--- src/rtl/skel_frame_engine_if.sv ---
// skel_frame_engine_if: stream, control and status bundle for the thinning engine.
// slave = engine side, master = pixel source / sink side.
interface skel_frame_engine_if #(
  parameter int PIXEL_W = 8,
  parameter int PASS_W  = 8
);
  logic               start;
  logic               in_valid;
  logic               in_ready;
  logic [PIXEL_W-1:0] in_data;
  logic               out_valid;
  logic               out_ready;
  logic [PIXEL_W-1:0] out_data;
  logic               busy;
  logic               done;
  logic [PASS_W-1:0]  pass_count;
  logic               limit_hit;

  modport slave (
    input  start, in_valid, in_data, out_ready,
    output in_ready, out_valid, out_data, busy, done, pass_count, limit_hit
  );

  modport master (
    output start, in_valid, in_data, out_ready,
    input  in_ready, out_valid, out_data, busy, done, pass_count, limit_hit
  );
endinterface

--- src/rtl/skel_frame_engine.sv ---
// skel_frame_engine: loads a binary frame, runs Zhang-Suen thinning until a
// pass deletes nothing, then streams the skeleton out in raster order.
// Optional macro SKEL_PASS_LIMIT_EN: stop thinning after MAX_PASSES passes
// and flag it on limit_hit; without it limit_hit stays 0.
module skel_frame_engine #(
  parameter int WIDTH      = 8,
  parameter int HEIGHT     = 8,
  parameter int PIXEL_W    = 8,
  parameter int THRESH     = 128,
  parameter int PASS_W     = 8,
  parameter int MAX_PASSES = 16
) (
  input  logic               clk,
  input  logic               rst_n,
  skel_frame_engine_if.slave bus
);
  localparam int N  = WIDTH * HEIGHT;
  localparam int AW = (N > 1)      ? $clog2(N)      : 1;
  localparam int CW = (WIDTH > 1)  ? $clog2(WIDTH)  : 1;
  localparam int RW = (HEIGHT > 1) ? $clog2(HEIGHT) : 1;
`ifdef SKEL_PASS_LIMIT_EN
  localparam bit LIMIT_EN = 1'b1;
`else
  localparam bit LIMIT_EN = 1'b0;
`endif

  typedef enum logic [2:0] {S_IDLE, S_LOAD, S_SCAN, S_APPLY, S_EVAL, S_OUT} state_t;

  state_t              r_state, w_next;
  logic [N-1:0]        r_frame, r_mark;
  logic [AW-1:0]       r_addr, w_addr_nxt;
  logic [CW-1:0]       r_col, w_col_nxt;
  logic [RW-1:0]       r_row, w_row_nxt;
  logic [3:0]          r_step;
  logic [7:0]          r_nbv;
  logic                r_sub, r_chg, r_limit, r_done;
  logic [PASS_W-1:0]   r_pass, w_pass_nxt;

  logic                w_last, w_pix, w_pix_done, w_limit_reach;
  logic                w_in_ready, w_out_valid, w_busy;
  int                  w_dr, w_dc, w_nr, w_nc;
  logic [AW-1:0]       w_nidx;
  logic                w_nb_in;
  logic [3:0]          w_b, w_a;
  logic                w_sub_ok, w_mark;

  assign w_last     = (r_addr == AW'(N - 1));
  assign w_pix      = r_frame[r_addr];
  // Background pixels finish in their first cycle; foreground ones after the evaluate step.
  assign w_pix_done = ((r_step == 4'd0) && !w_pix) || (r_step == 4'd8);
  assign w_pass_nxt = (&r_pass) ? r_pass : r_pass + 1'b1;
  assign w_limit_reach = LIMIT_EN && (w_pass_nxt == PASS_W'(MAX_PASSES));

  // Raster address successor, wrapping to 0 after the last pixel.
  always_comb begin
    w_addr_nxt = w_last ? '0 : r_addr + 1'b1;
    w_col_nxt  = r_col + 1'b1;
    w_row_nxt  = r_row;
    if (r_col == CW'(WIDTH - 1)) begin
      w_col_nxt = '0;
      w_row_nxt = (r_row == RW'(HEIGHT - 1)) ? '0 : r_row + 1'b1;
    end
  end

  // Neighbour fetch: step 0..7 walks P2..P9 clockwise from north; off-frame reads 0.
  always_comb begin
    w_dr = 0;
    w_dc = 0;
    case (r_step[2:0])
      3'd0: begin w_dr = -1; w_dc =  0; end
      3'd1: begin w_dr = -1; w_dc =  1; end
      3'd2: begin w_dr =  0; w_dc =  1; end
      3'd3: begin w_dr =  1; w_dc =  1; end
      3'd4: begin w_dr =  1; w_dc =  0; end
      3'd5: begin w_dr =  1; w_dc = -1; end
      3'd6: begin w_dr =  0; w_dc = -1; end
      default: begin w_dr = -1; w_dc = -1; end
    endcase
    w_nr    = int'(r_row) + w_dr;
    w_nc    = int'(r_col) + w_dc;
    w_nidx  = AW'(w_nr * WIDTH + w_nc);
    w_nb_in = 1'b0;
    if (w_nr >= 0 && w_nr < HEIGHT && w_nc >= 0 && w_nc < WIDTH)
      w_nb_in = r_frame[w_nidx];
  end

  // Deletion test: B = neighbour count, A = 0->1 transitions around P2..P9,P2.
  always_comb begin
    w_b = '0;
    w_a = '0;
    for (int i = 0; i < 8; i++) begin
      w_b = w_b + {3'b000, r_nbv[i]};
      if (!r_nbv[i] && r_nbv[(i + 1) % 8]) w_a = w_a + 4'd1;
    end
    if (r_sub)
      w_sub_ok = !(r_nbv[0] & r_nbv[2] & r_nbv[6]) && !(r_nbv[0] & r_nbv[4] & r_nbv[6]);
    else
      w_sub_ok = !(r_nbv[0] & r_nbv[2] & r_nbv[4]) && !(r_nbv[2] & r_nbv[4] & r_nbv[6]);
    w_mark = (w_b >= 4'd2) && (w_b <= 4'd6) && (w_a == 4'd1) && w_sub_ok;
  end

  // State register.
  always_ff @(posedge clk or negedge rst_n) begin
    if (!rst_n) r_state <= S_IDLE;
    else        r_state <= w_next;
  end

  // Next-state and handshake outputs.
  always_comb begin
    w_next      = r_state;
    w_in_ready  = 1'b0;
    w_out_valid = 1'b0;
    w_busy      = 1'b1;
    case (r_state)
      S_IDLE: begin
        w_busy = 1'b0;
        if (bus.start) w_next = S_LOAD;
      end
      S_LOAD: begin
        w_in_ready = 1'b1;
        if (bus.in_valid && w_last) w_next = S_SCAN;
      end
      S_SCAN:  if (w_pix_done && w_last) w_next = S_APPLY;
      S_APPLY: if (w_last) w_next = r_sub ? S_EVAL : S_SCAN;
      S_EVAL: begin
        if (!r_chg || w_limit_reach) w_next = S_OUT;
        else                         w_next = S_SCAN;
      end
      S_OUT: begin
        w_out_valid = 1'b1;
        if (bus.out_ready && w_last) w_next = S_IDLE;
      end
      default: w_next = S_IDLE;
    endcase
  end

  // Datapath: frame/mark buffers, address walk, pass bookkeeping.
  always_ff @(posedge clk or negedge rst_n) begin
    if (!rst_n) begin
      r_frame <= '0;
      r_mark  <= '0;
      r_addr  <= '0;
      r_col   <= '0;
      r_row   <= '0;
      r_step  <= '0;
      r_nbv   <= '0;
      r_sub   <= 1'b0;
      r_chg   <= 1'b0;
      r_limit <= 1'b0;
      r_done  <= 1'b0;
      r_pass  <= '0;
    end else begin
      r_done <= 1'b0;
      case (r_state)
        S_IDLE: begin
          r_addr <= '0;
          r_col  <= '0;
          r_row  <= '0;
          r_step <= '0;
          r_sub  <= 1'b0;
          r_chg  <= 1'b0;
          // Status from the previous frame stays visible until the next start.
          if (bus.start) begin
            r_pass  <= '0;
            r_limit <= 1'b0;
          end
        end
        S_LOAD: if (bus.in_valid) begin
          r_frame[r_addr] <= (bus.in_data >= PIXEL_W'(THRESH));
          r_mark[r_addr]  <= 1'b0;
          r_addr <= w_addr_nxt;
          r_col  <= w_col_nxt;
          r_row  <= w_row_nxt;
        end
        S_SCAN: begin
          if (r_step == 4'd8 && w_mark) begin
            r_mark[r_addr] <= 1'b1;
            r_chg          <= 1'b1;
          end
          if (w_pix_done) begin
            r_step <= '0;
            r_addr <= w_addr_nxt;
            r_col  <= w_col_nxt;
            r_row  <= w_row_nxt;
          end else begin
            r_nbv[r_step[2:0]] <= w_nb_in;
            r_step <= r_step + 4'd1;
          end
        end
        S_APPLY: begin
          // Deletions land only here, so a subiteration sees a frozen frame.
          if (r_mark[r_addr]) r_frame[r_addr] <= 1'b0;
          r_mark[r_addr] <= 1'b0;
          r_addr <= w_addr_nxt;
          r_col  <= w_col_nxt;
          r_row  <= w_row_nxt;
          if (w_last && !r_sub) r_sub <= 1'b1;
        end
        S_EVAL: begin
          r_pass <= w_pass_nxt;
          if (r_chg) begin
            r_chg <= 1'b0;
            r_sub <= 1'b0;
            if (w_limit_reach) r_limit <= 1'b1;
          end
        end
        S_OUT: if (bus.out_ready) begin
          r_addr <= w_addr_nxt;
          r_col  <= w_col_nxt;
          r_row  <= w_row_nxt;
          if (w_last) r_done <= 1'b1;
        end
        default: ;
      endcase
    end
  end

  assign bus.in_ready   = w_in_ready;
  assign bus.out_valid  = w_out_valid;
  assign bus.out_data   = {PIXEL_W{w_pix}};
  assign bus.busy       = w_busy;
  assign bus.done       = r_done;
  assign bus.pass_count = r_pass;
  assign bus.limit_hit  = r_limit;
endmodule

--- src/flat_wrapper.sv ---
// flat-port wrapper written by rule: the top's interface ports become plain ports
module skel_frame_engine_flat 
#(
  parameter int WIDTH      = 8,
  parameter int HEIGHT     = 8,
  parameter int PIXEL_W    = 8,
  parameter int THRESH     = 128,
  parameter int PASS_W     = 8,
  parameter int MAX_PASSES = 16
)
  (clk, rst_n, bus_start, bus_in_valid, bus_in_data, bus_out_ready, bus_in_ready, bus_out_valid, bus_out_data, bus_busy, bus_done, bus_pass_count, bus_limit_hit);
  skel_frame_engine_if #(.PIXEL_W(PIXEL_W), .PASS_W(PASS_W)) bus_i ();
  input  logic clk;
  input  logic rst_n;
  input wire logic [$bits(bus_i.start)-1:0] bus_start;
  input wire logic [$bits(bus_i.in_valid)-1:0] bus_in_valid;
  input wire logic [$bits(bus_i.in_data)-1:0] bus_in_data;
  input wire logic [$bits(bus_i.out_ready)-1:0] bus_out_ready;
  output wire logic [$bits(bus_i.in_ready)-1:0] bus_in_ready;
  output wire logic [$bits(bus_i.out_valid)-1:0] bus_out_valid;
  output wire logic [$bits(bus_i.out_data)-1:0] bus_out_data;
  output wire logic [$bits(bus_i.busy)-1:0] bus_busy;
  output wire logic [$bits(bus_i.done)-1:0] bus_done;
  output wire logic [$bits(bus_i.pass_count)-1:0] bus_pass_count;
  output wire logic [$bits(bus_i.limit_hit)-1:0] bus_limit_hit;
  assign bus_i.start = bus_start;
  assign bus_i.in_valid = bus_in_valid;
  assign bus_i.in_data = bus_in_data;
  assign bus_i.out_ready = bus_out_ready;
  assign bus_in_ready = bus_i.in_ready;
  assign bus_out_valid = bus_i.out_valid;
  assign bus_out_data = bus_i.out_data;
  assign bus_busy = bus_i.busy;
  assign bus_done = bus_i.done;
  assign bus_pass_count = bus_i.pass_count;
  assign bus_limit_hit = bus_i.limit_hit;
  skel_frame_engine #(.WIDTH(WIDTH), .HEIGHT(HEIGHT), .PIXEL_W(PIXEL_W), .THRESH(THRESH), .PASS_W(PASS_W), .MAX_PASSES(MAX_PASSES)) u_core (.clk(clk), .rst_n(rst_n), .bus(bus_i));
endmodule
--- config.mk ---
export PLATFORM = sky130hd
export DESIGN_NAME = skel_frame_engine_flat
export DESIGN_NICKNAME = d
export VERILOG_FILES = /design/src/rtl/skel_frame_engine_if.sv /design/src/rtl/skel_frame_engine.sv /design/src/flat_wrapper.sv
export SDC_FILE = /design/constraint.sdc
export NUM_CORES = 1
export LEC_CHECK = 0
export CORE_MARGIN = 2
export CORE_UTILIZATION = 41
export CTS_CLUSTER_SIZE = 25
export DETAILED_ROUTE_END_ITERATION = 7
export GPL_TIMING_DRIVEN = 0
export HOLD_SLACK_MARGIN = 0.06
export PLACE_DENSITY = 0.7
export SLEW_MARGIN = 20
export SYNTH_ARGS = -nofsm -noshare
export SYNTH_HDL_FRONTEND = slang
export SYNTH_SLANG_ARGS = --single-unit
--- constraint.sdc ---
create_clock -name clk -period 4.8 [get_ports clk]
set_input_delay 0.96 -clock clk [delete_from_list [all_inputs] [get_ports clk]]
set_output_delay 0.96 -clock clk [all_outputs]
set_load 0.1 [all_outputs]
# == Yosys cells after proc, flatten, opt, wreduce, memory -nomap -nowiden ==
# Index checks and enable logic that the tools add are counted.
# classes
n_addsub,22
n_lt_le_gt_ge,12
eq_ne,29
n_mux,70
bitwise_logic,12
n_reduce_logical,63
# op_table
operator,count
64-bit 2-to-1 mux,4
64-bit one-hot mux with 3 select lines,1
64-bit bitwise AND,2
32-bit one-hot mux with 2 select lines,2
64-bit one-hot mux with 2 select lines,1
4-bit by 32-bit adder with 32-bit output,2
64-bit bitwise mux,1
32-bit by 1-bit >= comparator with 1-bit output (second input constant),2
32-bit by 5-bit less-than comparator with 1-bit output (second input constant),2
64-bit NOT,1
64-bit OR,1
3-bit 2-to-1 mux,16
4-bit 2-to-1 mux,8
3-bit one-hot mux with 5 select lines,2
6-bit one-hot mux with 5 select lines,1
4-bit by 1-bit adder with 4-bit output (second input constant),7
4-bit by 1-bit adder with 4-bit output,6
1-bit logical AND,24
6-bit 2-to-1 mux,4
3-bit equality test (second input constant),7
1-bit binary-select mux with 6-bit select,3
2-bit by 1-bit inequality test with 1-bit output (second input constant),9
3-bit one-hot mux with 6 select lines,1
1-bit 2-to-1 mux,17
43 further kinds,84
# totals
reg_bits,166
out_inout_bits,21
wordCells,220

# == Logic depth before layout (Yosys ltp) ==
# Gate-level depths: netlist of run 1.
# logic_depth
word_depth,23
mapped_depth,28
ltp_nobuf,26

# == Worst setup path before layout of run 1 ==
# Ideal clock, no wire load.
# synth_path
path_type,reg-to-reg
start,register u_core.r_nbv[0]
end,register (tool-made name)
setup_time_ns,0.125
arrival_time_ns,4.802
slack_ns,-0.127
path_stages_with_launch,27
n_path_buf,2
synth_period_minus_slack_ns,4.927
cell_sequence,dfrtp_1 -> clkbuf_1 -> inv_1 -> ha_1 -> o21a_1 -> ha_1 -> nand2_1 -> nand2_1 -> ha_1 -> nand2_1 -> nand2_1 -> o21ai_0 -> inv_1 -> ha_1 -> nand2_1 -> o21ai_0 -> ha_1 -> a211oi_1 -> a21oi_1 -> ha_1 -> nor3_1 -> a31oi_1 -> o221ai_1 -> a31oi_4 -> buf_2 -> nor3_1 -> mux2_2
# synth_lines
item,line_no,text
"start, declared",skel_frame_engine.sv:35,logic [7:0] r_nbv;
"start signal, assigned by index",skel_frame_engine.sv:186,r_nbv[r_step[2:0]] <= w_nb_in;

==> results of run 1 <==
critical path: cells and delay by family (launching register included):
kind,cells,cell delay [ns]
buf+inv,21,2.76
fa+ha+maj,1,0.29
compound gates,5,1.04
mux,1,0.33
flops,1,0.43
simple gates,2,0.11
cell families after synthesis:
logic type	Yosys count	share of synthesized area (%)
AND/OR/NAND/NOR	356	16.0
flip-flops	166	38.2
buffers and inverters	121	5.06
XOR/XNOR	10	0.804
adder cells (fa/ha/maj)	52	6.46
other	1	0.0344
AO/OA/AOI/OAI	182	11.5
multiplexers	183	22.0
final timing paths:
path / startpoint / end / slack (ns) / cells past startpoint
worst max register to register: u_core.r_nbv[2]$_DFFE_PN0P_ / flop / -0.30 / 30
worst min-delay path: flop / flop / 0.51 / 1
max in group asynchronous: rst_n / u_core.r_step[1]$_DFFE_PN0P_ / 3.37 / 2
min in group asynchronous: rst_n / asynchronous set/reset pin / 0.52 / 1
worst min register to register: flop / flop / 0.51 / 1
worst max-delay path: u_core.r_nbv[2]$_DFFE_PN0P_ / flop / -0.30 / 30
routing by layer:
metal / vias up / part of all wire [%] / global-route usage, %
li1: 4141 / - / -
met1: 4646 / 41 / 33.9
met2: 482 / 46 / 39.1
met3: 115 / 9.1 / 6.23
met4: 0 / 3.9 / 10.7
met5: - / 0 / 0.870
Yosys cell counts (all sizes together) (6+ instances only):
master | n | share of area (%)
a211oi | 6 | 0.53
a21oi | 31 | 1.4
a221o | 7 | 0.64
a221oi | 9 | 0.72
a22o | 6 | 0.48
a22oi | 6 | 0.41
a31oi | 10 | 0.71
and3 | 11 | 0.63
buf | 42 | 2.3
clkbuf | 47 | 1.6
dfrtp | 166 | 38
fa | 7 | 1.3
ha | 45 | 5.2
inv | 32 | 1.1
mux2 | 138 | 14
mux2i | 14 | 1.3
mux4 | 31 | 6.4
nand2 | 97 | 3.4
nand2b | 8 | 0.46
nand3 | 23 | 1.1
nand4 | 12 | 0.69
nor2 | 72 | 2.5
nor2b | 14 | 0.80
nor3 | 76 | 3.5
nor4 | 7 | 0.40
o211ai | 6 | 0.41
o21ai | 57 | 2.6
o2bb2ai | 6 | 0.48
or3 | 6 | 0.34
xor2 | 7 | 0.56
power by group through the flow:
stage	clock [mW]	combinational [mW]	sequential, mW
2_1_floorplan	0	0.00478	1.43
3_3_place_gp	0	0.0386	1.43
3_5_place_dp	0	0.0425	1.42
4_1_cts	1.33	0.0424	1.40
5_1_grt	1.39	0.0465	1.40
6_report	1.33	0.0408	1.40
cell type report:
| cell class | count | area (µm²) | area share, % |
|---|---|---|---|
| tap | 335 | 419 | 3.03 |
| multi-input combinational | 786 | 7340 | 53.0 |
| clock buffer | 18 | 429 | 3.10 |
| timing repair buffer | 81 | 743 | 5.37 |
| sequential | 166 | 4160 | 30.0 |
| inverter | 32 | 120 | 0.868 |
| clock inverter | 13 | 121 | 0.877 |
| buffer | 84 | 515 | 3.72 |
cells in the final DEF, fill, tap and decap left out, drive strengths merged, types with 23 or more instances in the layout:
master	n
nand2	97
mux4	31
o21ai	57
nand3	23
buf	106
nor2	72
clkbuf	61
nor3	76
a21oi	31
dfrtp	166
ha	45
mux2	138
inv	37
repair_timing:
action | CTS | global route
gates resized for setup | 301 | 37
endpoints found under the setup margin | 80 | 81
buffers inserted | 44 | 9
pin swaps | 52 | 23
gates cloned | 8 | 0
==> metrics, run 1 <==
drt total wl=34,600 µm; number of hold buffers added after cts=0; min cycle time layout=5.10 ns; Tcrit/Tclk final=106%; DIE WIDTH=167 µm; RSZ-0062 raised after global routing=true; final hold violations=0; Yosys cell types=75; Hold Slack=0.511 ns; Routed Antenna Nets=0; DRC viols=0; worst hold path class=flop to flop; Sw Share=23.4%; Placer Congestion=0.933; initial antenna violation count=0; Critical Path Fanout Max=5; fin nets=1,233; Sequential Power Share=50.5%; Syn Nets=1,136; TritonCTS clock tree=done; Post-Synthesis Cells=1,071; pwr dens=200 mW/mm²; most frequent CP cell=buf_4; failing checks=setup timing; # setup viols final=64; yosys warns=0; Final Power=2.77 mW; CTS clock-pin slew for the worst setup and hold paths=0.07 ns; Mean Syn Cell Area=10.2 µm²; num rows=59; synthesized cell area=0.0109 mm²; GRT Util Overall=25.3%; Post-synth EDFFs=0; Worst Path Required=5.12 ns; critical path arrival=5.42 ns; worst vdd ir=0.255 mV; WS Path Type=flop to flop; detailed placer's ending HPWL=22,000 µm; Setup WS pre-CTS=-0.859 ns; post-route design area=0.0138 mm²; Initial Util=41.8%; htree depth=4; core area=0.0261 mm²; first-pass GRT wire length=55,200 µm; area delta synth->final=27.2%; Psw=649 µW; Final Non-Filler Cells=1,515; Slowest cell on crit path=dfrtp_1; ant diodes=0; CTS Sinks=166; Leak Pwr=6.02 nW; slowest stage delay, CP=0.43 ns; Final Max Tran Viols=0; Combinational Power Share=1.5%; Max Root-Sink Buffers=2; Seq cells post-synth=166; Finished Core Util=53.1%; setup TNS=-15.51 ns; Placed Cells=1,433; vias after detailed routing=9,384; Int Power=2.12 mW; Final WS setup=-0.303 ns; Startpoint Class=flop; Die Ht=167 µm; DR iter-0 viols=1,215; FFs w/ async S/R, synth=100%; post-synthesis sequential area ratio=38.2%; vias in the first global route=9,548; clock latency on the worst-skew pair=0.44 ns; clk root buf=clkbuf_16; post-DR vias/cell=6.19; crit end category=flop; WL per Instance=22.8 µm; GRT overflow=0; pin count of the biggest net entering global routing=86; FMAX=196 MHz; Port Buf Inserts=25; full die area=0.0279 mm²; Setup Skew=0.0110 ns; Post-Place Cell Area=0.0116 mm²; Max transition margin=24.5%; Most used DFF post-synth=dfrtp_1; layout cells sized above 1=35.6%; fill count=2,168; drt pass-1 iters=6; max cap viols=0; Slew @ Worst Pin=1.13 ns; Clk pwr share=48.1%; status=finished with violations; Num CTS Buffers=17; I/O pin count=34
Note: power is estimated with default switching activity, not from simulation.
==> run 2, diff against run 1 <==
--- a/config.mk
+++ b/config.mk
@@ -7,10 +7,12 @@
 export LEC_CHECK = 0
 export CORE_MARGIN = 2
 export CORE_UTILIZATION = 41
+export CTS_BUF_LIST = sky130_fd_sc_hd__clkbuf_8
 export CTS_CLUSTER_SIZE = 25
 export DETAILED_ROUTE_END_ITERATION = 7
 export GPL_TIMING_DRIVEN = 0
-export HOLD_SLACK_MARGIN = 0.06
+export HOLD_SLACK_MARGIN = 0.05
+export MAX_ROUTING_LAYER = met4
 export PLACE_DENSITY = 0.7
 export SLEW_MARGIN = 20
 export SYNTH_ARGS = -nofsm -noshare
==> metrics, run 2 (synthesis results as in run 1) <==
ant diodes=0; # setup viols final=64; vias after detailed routing=9,359; GRT overflow=0; GRT Util Overall=24.2%; core area=0.0261 mm²; Critical Path Fanout Max=5; worst vdd ir=0.172 mV; final hold violations=0; failing checks=setup timing; Final Non-Filler Cells=1,505; Setup WS pre-CTS=-0.803 ns; Final Max Tran Viols=0; Initial Util=41.8%; Die Ht=167 µm; layout cells sized above 1=33.3%; max cap viols=0; drt total wl=33,200 µm; GR Util met3=5.99%; critical path arrival=5.53 ns; Clk pwr share=43.9%; status=finished with violations; DIE WIDTH=167 µm; Psw=624 µW; Slew @ Worst Pin=1.18 ns; pin count of the biggest net entering global routing=88; Slowest cell on crit path=dfrtp_2; fin nets=1,222; Max Root-Sink Buffers=2; CTS clock-pin slew for the worst setup and hold paths=0.10 ns; Placed Cells=1,433; full die area=0.0279 mm²; vias in the first global route=9,024; slowest stage delay, CP=0.46 ns; Int Power=1.94 mW; WS Path Type=flop to flop; FMAX=194 MHz; GR met1 Demand/Resource=32.1%; min cycle time layout=5.16 ns; pwr dens=195 mW/mm²; grt met2 use=35.5%; Startpoint Class=flop; worst hold path class=primary input to asynchronous set/reset pin; Combinational Power Share=1.6%; Worst Path Required=5.17 ns; commonest non-fill, non-tap cell in the layout=dfrtp_1; fill count=2,301; post-DR vias/cell=6.22; Num CTS Buffers=17; RR Startpoint=u_core.r_nbv[2]$_DFFE_PN0P_; worst setup path startpoint=u_core.r_nbv[2]$_DFFE_PN0P_; first-pass GRT wire length=51,700 µm; Port Buf Inserts=25; Leak Pwr=5.76 nW; most frequent cells in the layout=164 x dfrtp_1, 107 x mux2_2, 93 x nand2_1, 68 x nor2_1, 47 x o21ai_0; TritonCTS clock tree=done; htree depth=4; Max transition margin=21.6%; I/O pin count=34; number of hold buffers added after cts=0; area delta synth->final=20.5%; RSZ-0062 raised after global routing=true; initial antenna violation count=0; Routed Antenna Nets=0; clk root buf=clkbuf_8; num rows=59; Final WS setup=-0.355 ns; WL per Instance=22.1 µm; Tcrit/Tclk final=107%; drt pass-1 iters=5; CTS Sinks=166; Sequential Power Share=54.5%; Finished Core Util=50.4%; clock latency on the worst-skew pair=0.49 ns; detailed placer's ending HPWL=22,100 µm; DRC viols=0; Placer Congestion=0.962; Hold Slack=0.460 ns; Most Crowded Layer GR=met2; crit end category=flop; Sw Share=24.3%; Setup Skew=0.0187 ns; DR iter-0 viols=1,177
## run 2: cell type report
cell class	count	area (µm²)	share of cell area (%)
well taps	335	419	3.19
clock inverters	14	174	1.33
repair buffers	70	634	4.83
multi-input cells	785	6870	52.4
clock buffers	18	248	1.89
plain buffers	85	495	3.78
flip-flops and latches	166	4160	31.7
inverters	32	120	0.915
## run 2: timing repair
item | 4_1_cts | 5_1_grt
pin swaps | 14 | 7
setup buffers | 24 | 17
resized for setup | 131 | 88
gates cloned | 2 | 2
endpoints found under the setup margin | 80 | 80
## run 2: worst paths after layout
kind	slack [ns]	depth (start not counted)	to
setup / recovery	-0.36	28	flop
hold / removal	0.46	1	asynchronous set/reset pin
setup reg to reg	-0.36	28	flop
hold reg to reg	0.51	1	u_core.r_step[3]$_DFFE_PN0P_
max in group asynchronous	3.43	2	u_core.r_nbv[2]$_DFFE_PN0P_
min in group clk	0.51	1	u_core.r_step[3]$_DFFE_PN0P_
## run 2: worst max-delay path, delay by kind of cell, from the launching register on
| family | cells | cell delay [ns] |
|---|---|---|
| buf+inv | 6 | 0.89 |
| fa+ha+maj | 4 | 0.96 |
| mux | 1 | 0.33 |
| flops | 1 | 0.46 |
| compound gates | 10 | 1.58 |
| xor+xnor | 1 | 0.26 |
| simple gates | 6 | 0.57 |
## run 2: through the flow
| stage | TNS [ns] | area [µm²] | power [mW] |
|---|---|---|---|
| after floorplan | 0 | 10900 | 1.43 |
| after global placement | -746.76 | 11600 | 1.46 |
| after detailed placement | -51.56 | 11600 | 1.47 |
| after CTS | -6.76 | 12500 | 2.56 |
| after global routing | -28.05 | 13100 | 2.63 |
| final | -16.83 | 13100 | 2.56 |
## run 2: layer usage
| metal | part of all wire, % | wire [µm] |
|---|---|---|
| met2 | 45 | 15000 |
| met1 | 41 | 13700 |
| met5 | 0 | 0 |
| met4 | 4.1 | 1380 |
| met3 | 9.6 | 3180 |
## run 2: power groups by stage
stage,registers [mW],logic [mW],clock network [mW]
2_1_floorplan,1.43,0.00478,0
3_3_place_gp,1.43,0.0386,0
3_5_place_dp,1.42,0.0427,0
4_1_cts,1.40,0.0428,1.12
5_1_grt,1.40,0.0468,1.19
6_report,1.40,0.0406,1.13
